`src/rtl/sc_statemachine_player_pkg.sv`:
```
// Shared encodings for the Frogger player-position controller: FSM states,
// shift command codes and the recorded move direction.
package sc_statemachine_player_pkg;

    localparam logic [3:0] ST_RESET = 4'd0;
    localparam logic [3:0] ST_IDLE  = 4'd1;
    localparam logic [3:0] ST_INIT  = 4'd2;
    localparam logic [3:0] ST_UP    = 4'd3;
    localparam logic [3:0] ST_DOWN  = 4'd4;
    localparam logic [3:0] ST_LEFT  = 4'd5;
    localparam logic [3:0] ST_RIGHT = 4'd6;
    localparam logic [3:0] ST_HOLD  = 4'd7;

    typedef enum logic [3:0] {
        S_RESET = ST_RESET,
        S_IDLE  = ST_IDLE,
        S_INIT  = ST_INIT,
        S_UP    = ST_UP,
        S_DOWN  = ST_DOWN,
        S_LEFT  = ST_LEFT,
        S_RIGHT = ST_RIGHT,
        S_HOLD  = ST_HOLD
    } state_e;

    localparam logic [1:0] SHIFT_LEFT  = 2'b01;
    localparam logic [1:0] SHIFT_RIGHT = 2'b10;
    localparam logic [1:0] SHIFT_HOLD  = 2'b11;

    typedef enum logic [2:0] {
        DIR_NONE  = 3'd0,
        DIR_UP    = 3'd1,
        DIR_DOWN  = 3'd2,
        DIR_LEFT  = 3'd3,
        DIR_RIGHT = 3'd4
    } dir_e;

    // Action state that re-issues a recorded move on auto-repeat.
    function automatic state_e dir_action(input dir_e dir);
        case (dir)
            DIR_UP:    return S_UP;
            DIR_DOWN:  return S_DOWN;
            DIR_LEFT:  return S_LEFT;
            DIR_RIGHT: return S_RIGHT;
            default:   return S_HOLD;
        endcase
    endfunction

endpackage

```
`src/rtl/sc_statemachine_player_repeat_timer.sv`:
```
// Saturating hold-time counter for auto-repeat; flags the terminal count at
// REPEAT_CYCLES-1 and collapses to a constant-low flag when repeat is disabled.
module sc_repeat_timer #(
    parameter int REPEAT_CYCLES = 0
) (
    input  logic clk,
    input  logic rst,
    input  logic clr,
    input  logic inc,
    output logic tc
);

    generate
        if (REPEAT_CYCLES == 0) begin : g_off
            logic unused_s;
            assign unused_s = ^{clk, rst, clr, inc};
            assign tc       = 1'b0;
        end else begin : g_on
            localparam int CW = (REPEAT_CYCLES > 1) ? $clog2(REPEAT_CYCLES) : 1;
            localparam logic [CW-1:0] TC_VAL = CW'(REPEAT_CYCLES - 1);

            logic [CW-1:0] cnt_q;
            logic [CW-1:0] cnt_d;

            // Counter next value: clear wins, then increment up to the terminal count.
            always_comb begin
                cnt_d = cnt_q;
                if (clr) begin
                    cnt_d = '0;
                end else if (inc && (cnt_q != TC_VAL)) begin
                    cnt_d = cnt_q + CW'(1);
                end else begin
                    cnt_d = cnt_q;
                end
            end

            // Counter register with synchronous reset.
            always_ff @(posedge clk) begin
                if (rst) begin
                    cnt_q <= '0;
                end else begin
                    cnt_q <= cnt_d;
                end
            end

            assign tc = (cnt_q == TC_VAL);
        end
    endgenerate

endmodule

```
`src/rtl/sc_statemachine_player.sv`:
```
// Player-position controller: turns active-low buttons into one-cycle playfield
// commands, tracks row/column so edge moves are blocked, and auto-repeats held moves.
module sc_statemachine_player
    import sc_statemachine_player_pkg::*;
#(
    parameter int ROWS          = 8,
    parameter int COLS          = 8,
    parameter int START_COL     = 3,
    parameter int REPEAT_CYCLES = 0
) (
    input  logic                     SC_STATEMACHINEPLAYER_CLOCK_50,
    input  logic                     SC_STATEMACHINEPLAYER_RESET_InHigh,
    input  logic                     SC_STATEMACHINEPLAYER_startGame_InLow,
    input  logic                     SC_STATEMACHINEPLAYER_upButton_InLow,
    input  logic                     SC_STATEMACHINEPLAYER_downButton_InLow,
    input  logic                     SC_STATEMACHINEPLAYER_leftButton_InLow,
    input  logic                     SC_STATEMACHINEPLAYER_rightButton_InLow,
    output logic                     SC_STATEMACHINEPLAYER_clear_OutLow,
    output logic                     SC_STATEMACHINEPLAYER_load0_OutLow,
    output logic                     SC_STATEMACHINEPLAYER_load1_OutLow,
    output logic [1:0]               SC_STATEMACHINEPLAYER_shiftselection_Out,
    output logic [$clog2(ROWS)-1:0]  SC_STATEMACHINEPLAYER_row_Out,
    output logic [$clog2(COLS)-1:0]  SC_STATEMACHINEPLAYER_col_Out
);

    localparam int RW = $clog2(ROWS);
    localparam int CW = $clog2(COLS);
    localparam logic [RW-1:0] ROW_MAX   = RW'(ROWS - 1);
    localparam logic [CW-1:0] COL_MAX   = CW'(COLS - 1);
    localparam logic [CW-1:0] COL_START = CW'(START_COL);

    logic clk;
    logic rst;
    assign clk = SC_STATEMACHINEPLAYER_CLOCK_50;
    assign rst = SC_STATEMACHINEPLAYER_RESET_InHigh;

    state_e        state_q, state_d;
    dir_e          dir_q, dir_d;
    logic [RW-1:0] row_q, row_d;
    logic [CW-1:0] col_q, col_d;
    logic          clear_q, clear_d, load0_q, load0_d, load1_q, load1_d;
    logic [1:0]    shift_q, shift_d;

    logic start_s, up_s, down_s, left_s, right_s, all_released_s;
    logic can_up_s, can_down_s, can_left_s, can_right_s;
    logic repeat_ok_s, rep_tc_s, rep_clr_s;

    assign start_s        = ~SC_STATEMACHINEPLAYER_startGame_InLow;
    assign up_s           = ~SC_STATEMACHINEPLAYER_upButton_InLow;
    assign down_s         = ~SC_STATEMACHINEPLAYER_downButton_InLow;
    assign left_s         = ~SC_STATEMACHINEPLAYER_leftButton_InLow;
    assign right_s        = ~SC_STATEMACHINEPLAYER_rightButton_InLow;
    assign all_released_s = ~(start_s | up_s | down_s | left_s | right_s);

    assign can_up_s    = (row_q < ROW_MAX);
    assign can_down_s  = (row_q > RW'(0));
    assign can_left_s  = (col_q > CW'(0));
    assign can_right_s = (col_q < COL_MAX);

    // The recorded direction may repeat only while its button is held and the edge allows it.
    always_comb begin
        repeat_ok_s = 1'b0;
        case (dir_q)
            DIR_UP:    repeat_ok_s = up_s    & can_up_s;
            DIR_DOWN:  repeat_ok_s = down_s  & can_down_s;
            DIR_LEFT:  repeat_ok_s = left_s  & can_left_s;
            DIR_RIGHT: repeat_ok_s = right_s & can_right_s;
            default:   repeat_ok_s = 1'b0;
        endcase
    end

    // Next state, recorded direction and position update on leaving an action state.
    always_comb begin
        state_d = state_q;
        dir_d   = dir_q;
        row_d   = row_q;
        col_d   = col_q;
        case (state_q)
            S_RESET: state_d = S_IDLE;
            S_IDLE: begin
                if (start_s) begin
                    state_d = S_INIT;
                end else if (up_s && can_up_s) begin
                    state_d = S_UP;
                end else if (down_s && can_down_s) begin
                    state_d = S_DOWN;
                end else if (left_s && can_left_s) begin
                    state_d = S_LEFT;
                end else if (right_s && can_right_s) begin
                    state_d = S_RIGHT;
                end else begin
                    state_d = S_IDLE;
                end
            end
            S_INIT: begin
                state_d = S_HOLD;
                dir_d   = DIR_NONE;
                row_d   = '0;
                col_d   = COL_START;
            end
            S_UP: begin
                state_d = S_HOLD;
                dir_d   = DIR_UP;
                row_d   = row_q + RW'(1);
            end
            S_DOWN: begin
                state_d = S_HOLD;
                dir_d   = DIR_DOWN;
                row_d   = row_q - RW'(1);
            end
            S_LEFT: begin
                state_d = S_HOLD;
                dir_d   = DIR_LEFT;
                col_d   = col_q - CW'(1);
            end
            S_RIGHT: begin
                state_d = S_HOLD;
                dir_d   = DIR_RIGHT;
                col_d   = col_q + CW'(1);
            end
            S_HOLD: begin
                if (all_released_s) begin
                    state_d = S_IDLE;
                end else if (rep_tc_s && repeat_ok_s) begin
                    state_d = dir_action(dir_q);
                end else begin
                    state_d = S_HOLD;
                end
            end
            default: state_d = S_RESET;
        endcase
    end

    // Outputs are decoded from the next state so the registered pulse lines up with the state.
    always_comb begin
        clear_d = 1'b1;
        load0_d = 1'b1;
        load1_d = 1'b1;
        shift_d = SHIFT_HOLD;
        case (state_d)
            S_INIT:  clear_d = 1'b0;
            S_UP:    load0_d = 1'b0;
            S_DOWN:  load1_d = 1'b0;
            S_LEFT:  shift_d = SHIFT_LEFT;
            S_RIGHT: shift_d = SHIFT_RIGHT;
            default: shift_d = SHIFT_HOLD;
        endcase
    end

    // Counter runs only across consecutive HOLD cycles; any entry or exit restarts it.
    assign rep_clr_s = (state_q != S_HOLD) || (state_d != S_HOLD);

    sc_repeat_timer #(
        .REPEAT_CYCLES (REPEAT_CYCLES)
    ) u_repeat_timer (
        .clk (clk),
        .rst (rst),
        .clr (rep_clr_s),
        .inc (~rep_clr_s),
        .tc  (rep_tc_s)
    );

    // State, position and output registers; reset overrides every pending update.
    always_ff @(posedge clk) begin
        if (rst) begin
            state_q <= S_RESET;
            dir_q   <= DIR_NONE;
            row_q   <= '0;
            col_q   <= COL_START;
            clear_q <= 1'b1;
            load0_q <= 1'b1;
            load1_q <= 1'b1;
            shift_q <= SHIFT_HOLD;
        end else begin
            state_q <= state_d;
            dir_q   <= dir_d;
            row_q   <= row_d;
            col_q   <= col_d;
            clear_q <= clear_d;
            load0_q <= load0_d;
            load1_q <= load1_d;
            shift_q <= shift_d;
        end
    end

    assign SC_STATEMACHINEPLAYER_clear_OutLow       = clear_q;
    assign SC_STATEMACHINEPLAYER_load0_OutLow       = load0_q;
    assign SC_STATEMACHINEPLAYER_load1_OutLow       = load1_q;
    assign SC_STATEMACHINEPLAYER_shiftselection_Out = shift_q;
    assign SC_STATEMACHINEPLAYER_row_Out            = row_q;
    assign SC_STATEMACHINEPLAYER_col_Out            = col_q;

endmodule

```
`config.mk`:
```
export PLATFORM = sky130hd
export DESIGN_NAME = sc_statemachine_player
export DESIGN_NICKNAME = d
export VERILOG_FILES = /design/src/rtl/sc_statemachine_player_pkg.sv /design/src/rtl/sc_statemachine_player_repeat_timer.sv /design/src/rtl/sc_statemachine_player.sv
export SDC_FILE = /design/constraint.sdc
export NUM_CORES = 1
export LEC_CHECK = 0
export CORE_ASPECT_RATIO = 1.5
export CORE_UTILIZATION = 35
export CTS_BUF_LIST = sky130_fd_sc_hd__clkbuf_4 sky130_fd_sc_hd__clkbuf_8
export DETAILED_ROUTE_END_ITERATION = 7
export GPL_ROUTABILITY_DRIVEN = 0
export GPL_TIMING_DRIVEN = 1
export PLACE_DENSITY_LB_ADDON = 0.15
export RECOVER_POWER = 25
export SLEW_MARGIN = 40
export SYNTH_ARGS = -nofsm -noshare
export SYNTH_HDL_FRONTEND = slang
export SYNTH_HIERARCHICAL = 1
export SYNTH_SLANG_ARGS = --single-unit
```
`constraint.sdc`:
```
create_clock -name SC_STATEMACHINEPLAYER_CLOCK_50 -period 4.2 [get_ports SC_STATEMACHINEPLAYER_CLOCK_50]
set_clock_uncertainty 0.15 [all_clocks]
set_input_delay 0.63 -clock SC_STATEMACHINEPLAYER_CLOCK_50 [delete_from_list [all_inputs] [get_ports SC_STATEMACHINEPLAYER_CLOCK_50]]
set_output_delay 0.63 -clock SC_STATEMACHINEPLAYER_CLOCK_50 [all_outputs]
set_load 0.02 [all_outputs]
```
### Yosys cells after proc, flatten, opt, wreduce, memory -nomap -nowiden

Cells that the tools add are included.

* word-level logic and storage cells: 57
* input port bits: 7
* output and inout bits: 11
* register bits: 15

* mux-type cells: 13
* $lt $le $gt $ge: 4
* reductions and logical operators: 8
* $add $sub $neg: 4
* bitwise logic cells: 9
* equal/unequal tests: 12

Operators by type and width (count)
* $eq 4x3->1 const B: 7
* $mux 3: 6
* $pmux 3 s3: 2
* $eq 4x2->1 const B: 4
* $pmux 3 s4: 1
* $add 3x1->3 const B: 2
* $gt 3x1->1 const B: 2
* $lt 3x3->1 const B: 2
* $reduce_bool 3->1: 2
* $sub 3x1->3 const B: 2
* $not 1->1: 5
* $reduce_or 5->1: 1
* $eq 4x1->1 const B: 1
* $logic_and 1x1->1: 4
* $logic_not 4->1: 1
* $or 1x1->1: 4
* $pmux 2 s2: 1
* $mux 1: 3

### Depth between registers and ports, before layout

* depth in word-level cells: 10
* depth in mapped cells: 8
* gate-level depth less buffers: 7

### Hierarchy

The synthesis kept the hierarchy.

Modules (own cells, without submodules)
* sc_statemachine_player: sequential area each 340.3 um2, area each 1149.9 um2, cells an instance 134, times used 1
* sc_repeat_timer: sequential area each 0.0 um2, area each 11.3 um2, cells an instance 2, times used 1

### Worst setup path before layout

Ideal clock, no wire load.

* path kind: register to register
* from: register state_q[2]
* to: register row_q[1] (netlist: SC_STATEMACHINEPLAYER_row_Out[1])
* stages on the path, launching flop included: 9
* data required time: 3.928 ns
* clock period less this slack: 2.029 ns
* buffers on the path: 1
* arrival time: 1.758 ns
* library setup time: 0.122 ns
* path slack: 2.171 ns
* cell sequence: dfxtp_1 > buf_4 > nor2b_1 > nand2_1 > inv_1 > fa_1 > and3_1 > o21ai_0 > a21oi_1

* word-level cells in the longest chain between the ends: 2
* elaborated cells between the ends (all ways): 5
* classes of those cells: eq/ne (3); mux (1); reduce/logical (1)

Ends and longest elaborated chain
* start: declaration: line sc_statemachine_player.sv:37 `state_e state_q, state_d;`
* start signal: assignment: line sc_statemachine_player.sv:175 `state_q <= state_d;`
* $eq 4x3->1 / $eq 4x2->1 (equally long branches)
* $pmux 3 s3 / $reduce_bool 3->1 (equally long branches)
* end signal: assignment: line sc_statemachine_player.sv:177 `row_q <= row_d;`
* end: declaration: line sc_statemachine_player.sv:39 `logic [RW-1:0] row_q, row_d;`

Parallel ways exist; a longest one is shown, timed or not.
A chain may end at the register's enable or synchronous reset.

### Worst setup path in the final report

* from: register state_q[1]
* to: register load1_q (netlist: SC_STATEMACHINEPLAYER_load1_OutLow)

* word-level cells in the longest chain between the ends: 5
* elaborated cells between the ends (all ways): 12
* classes of those cells: eq/ne (8); mux (2); reduce/logical (2)

Ends and longest elaborated chain
* $eq 4x3->1 / $eq 4x2->1 (equally long branches)
* $reduce_or 5->1 (no source line)
* $pmux 3 s4 (*): line sc_statemachine_player.sv:78 `case (state_q)`
* $eq 4x3->1 (*): line sc_statemachine_player.sv:140 `case (state_d)`
* $mux 1 (*): line sc_statemachine_player.sv:140
* end signal: assignment: line sc_statemachine_player.sv:181 `load1_q <= load1_d;`
* end: declaration: line sc_statemachine_player.sv:41 `logic clear_q, clear_d, load0_q, load0_d, load1_q, load1_d;`

Mark *: on every way between the ends. The rest lies on a longest branch, timed or not.

==> metrics.txt <==
status completed; initial antenna violation count 0; launch point of the worst reg-to-reg path state_q[1]; worst reg2reg endpoint SC_STATEMACHINEPLAYER_load1_OutLow; Critical Path RT 4.16 ns; wire length per cell 15.0 um; fill count roughly 350; ratio of final minimum period to clock period 63.2%; Setup TNS Final 0 ns; Avg Inst Size Synth 8.58 um^2; pwr/cell area around 730 nW/um^2; Sw Ratio 47.1%; largest net degree at the start of global routing 20; I/O pins 18; # diodes 0; Reg area 340 um^2; PostCTS Resize Cnt 0; Initial Utilization 36.5%; routed vias 1050; Crit. End Element register; via count of the first global-routing pass 1046; # clock sinks 17; Clock Latency Late Sink 0.25 ns; die area 3500 um^2; Ys Warns 6; post-route ant nets 0; share of power burned in registers 34.1%; CP Launch Type register; CP Class reg2reg; total CTS buffers 3; crit-path max cell delay 0.78 ns; Via density roughly 5.6; Comb pwr share a little over half; fin. max-slew vios 0; crit-path max FO 19; H-tree levels 1; Mapped Cells 133; Clock Tree Root clkbuf_8; worst vdd ir ~0.00027 V; min setup slack post-route 1.54 ns; hold bufs inserted after CTS 0; final hold violation count 0; commonest non-fill, non-tap cells in the layout dfxtp_1 (17), nor2_1 (15), a21oi_1 (12), clkdlybuf4s50_1 (12), inv_1 (7); CTS tree yes; row count 25; worst-margin pin slew roughly 0.71 ns; Port Buffers 17; synthesized net count 145; Die W ~49 um; Switch Pwr 469 uW; Period minus WS final between 2 and 3 ns; maximum clock frequency 377 MHz; area grow syn2layout 19.8%; Leak 0.460 nW; total wire length 2810 um; pre-CTS setup slack 1.49 ns; fin nets 160; Detailed Routing Iterations Pass 1 4; CP cell instances inv_1 -> ha_1 -> nor2b_1 -> o311ai_0 -> a21oi_1 -> nand3_1; gr usage total about 18%; Hold WC Path Type reg2reg; Core Util, Final between 40% and 50%; DP HPWL between 2000 and 2500 um; clock power share 12.2%; Core Region 3130 um^2; final setup fails 0; Die Ht 71.9 um; area of the multi-input gates 734 um^2; CP max-delay cell dfxtp_1; WHS Endpoint dir_q[2]; placed cell count 183; Worst-path clk slew 0.07 ns; internal cell power about 530 uW; CTS max path bufs 2; initial DRC count 29; fin cells roughly 190; layout cells sized above 1 8.84%; Hold WS 0.364 ns; first-pass GRT wire length 4750 um; post-synthesis cell area roughly 1100 um^2; most common cell after layout, fill and taps aside dfxtp_1; WP data arrival 2.62 ns; Worst slew margin 52.7%; # DRC 0; Post-CTS Setup Bufs 0; Remaining Overflow, GRT 0; flop2flop setup slack about 1.5 ns; hold path depth 2; min-delay src dir_q[2]; RSZ-0062 raised after global routing no; max cap viols 0; Reg2Reg Depth 6
cell type report:
class	instances	area share [%]
clock buffers	3	3.02
clock inverters	1	0.366
inverters	7	1.92
multi-input cells	102	53.7
flip-flops and latches	17	24.9
well taps	40	3.66
repair buffers	17	12.4
stage by stage:
step / area (um^2) / total power [mW]
global route: 1370 / 1.09
finish: 1370 / 0.997
floorplan: 1140 / 0.727
global placement: 1320 / 0.876
detailed placement: 1320 / 0.883
CTS: 1370 / 1.01
worst max path at each step:
stage                                                 from                            endpoint
floorplan                                       state_q[2]    SC_STATEMACHINEPLAYER_row_Out[1]
global placement    SC_STATEMACHINEPLAYER_leftButton_InLow  SC_STATEMACHINEPLAYER_load0_OutLow
detailed placement  SC_STATEMACHINEPLAYER_leftButton_InLow  SC_STATEMACHINEPLAYER_load0_OutLow
CTS                                             state_q[1]  SC_STATEMACHINEPLAYER_load1_OutLow
global route                                    state_q[1]  SC_STATEMACHINEPLAYER_load1_OutLow
finish                                          state_q[1]  SC_STATEMACHINEPLAYER_load1_OutLow
flip-flops by register name, indices dropped and copies added, names as in the netlist:
register and count:
SC_STATEMACHINEPLAYER_clear_OutLow 1, SC_STATEMACHINEPLAYER_load1_OutLow 1, dir_q 3, SC_STATEMACHINEPLAYER_col_Out 3, SC_STATEMACHINEPLAYER_load0_OutLow 1, state_q 3, SC_STATEMACHINEPLAYER_shiftselection_Out 2, SC_STATEMACHINEPLAYER_row_Out 3
power by group through the flow:
| stage | clock network (mW) | registers [mW] | logic [mW] |
|---|---|---|---|
| finish | 0.122 | 0.340 | 0.535 |
| global route | 0.135 | 0.358 | 0.594 |
| CTS | 0.128 | 0.343 | 0.543 |
| detailed placement | 0 | 0.344 | 0.538 |
| global placement | 0 | 0.345 | 0.532 |
| floorplan | 0 | 0.308 | 0.419 |
routing by layer:
metal	wire length (um)	track usage (%)
met5	0	0
met4	83	10.5
met3	123	2.94
met2	1410	29.6
met1	1190	20.8
critical path: cells and delay by family, from the launching register on:
kind / cells / cell delay (ns)
flops: 1 / 0.78
compound gates: 2 / 0.54
fa+ha+maj: 1 / 0.45
simple gates: 2 / 0.35
buf+inv: 1 / 0.23
Power figures use the tool's default switching activity.
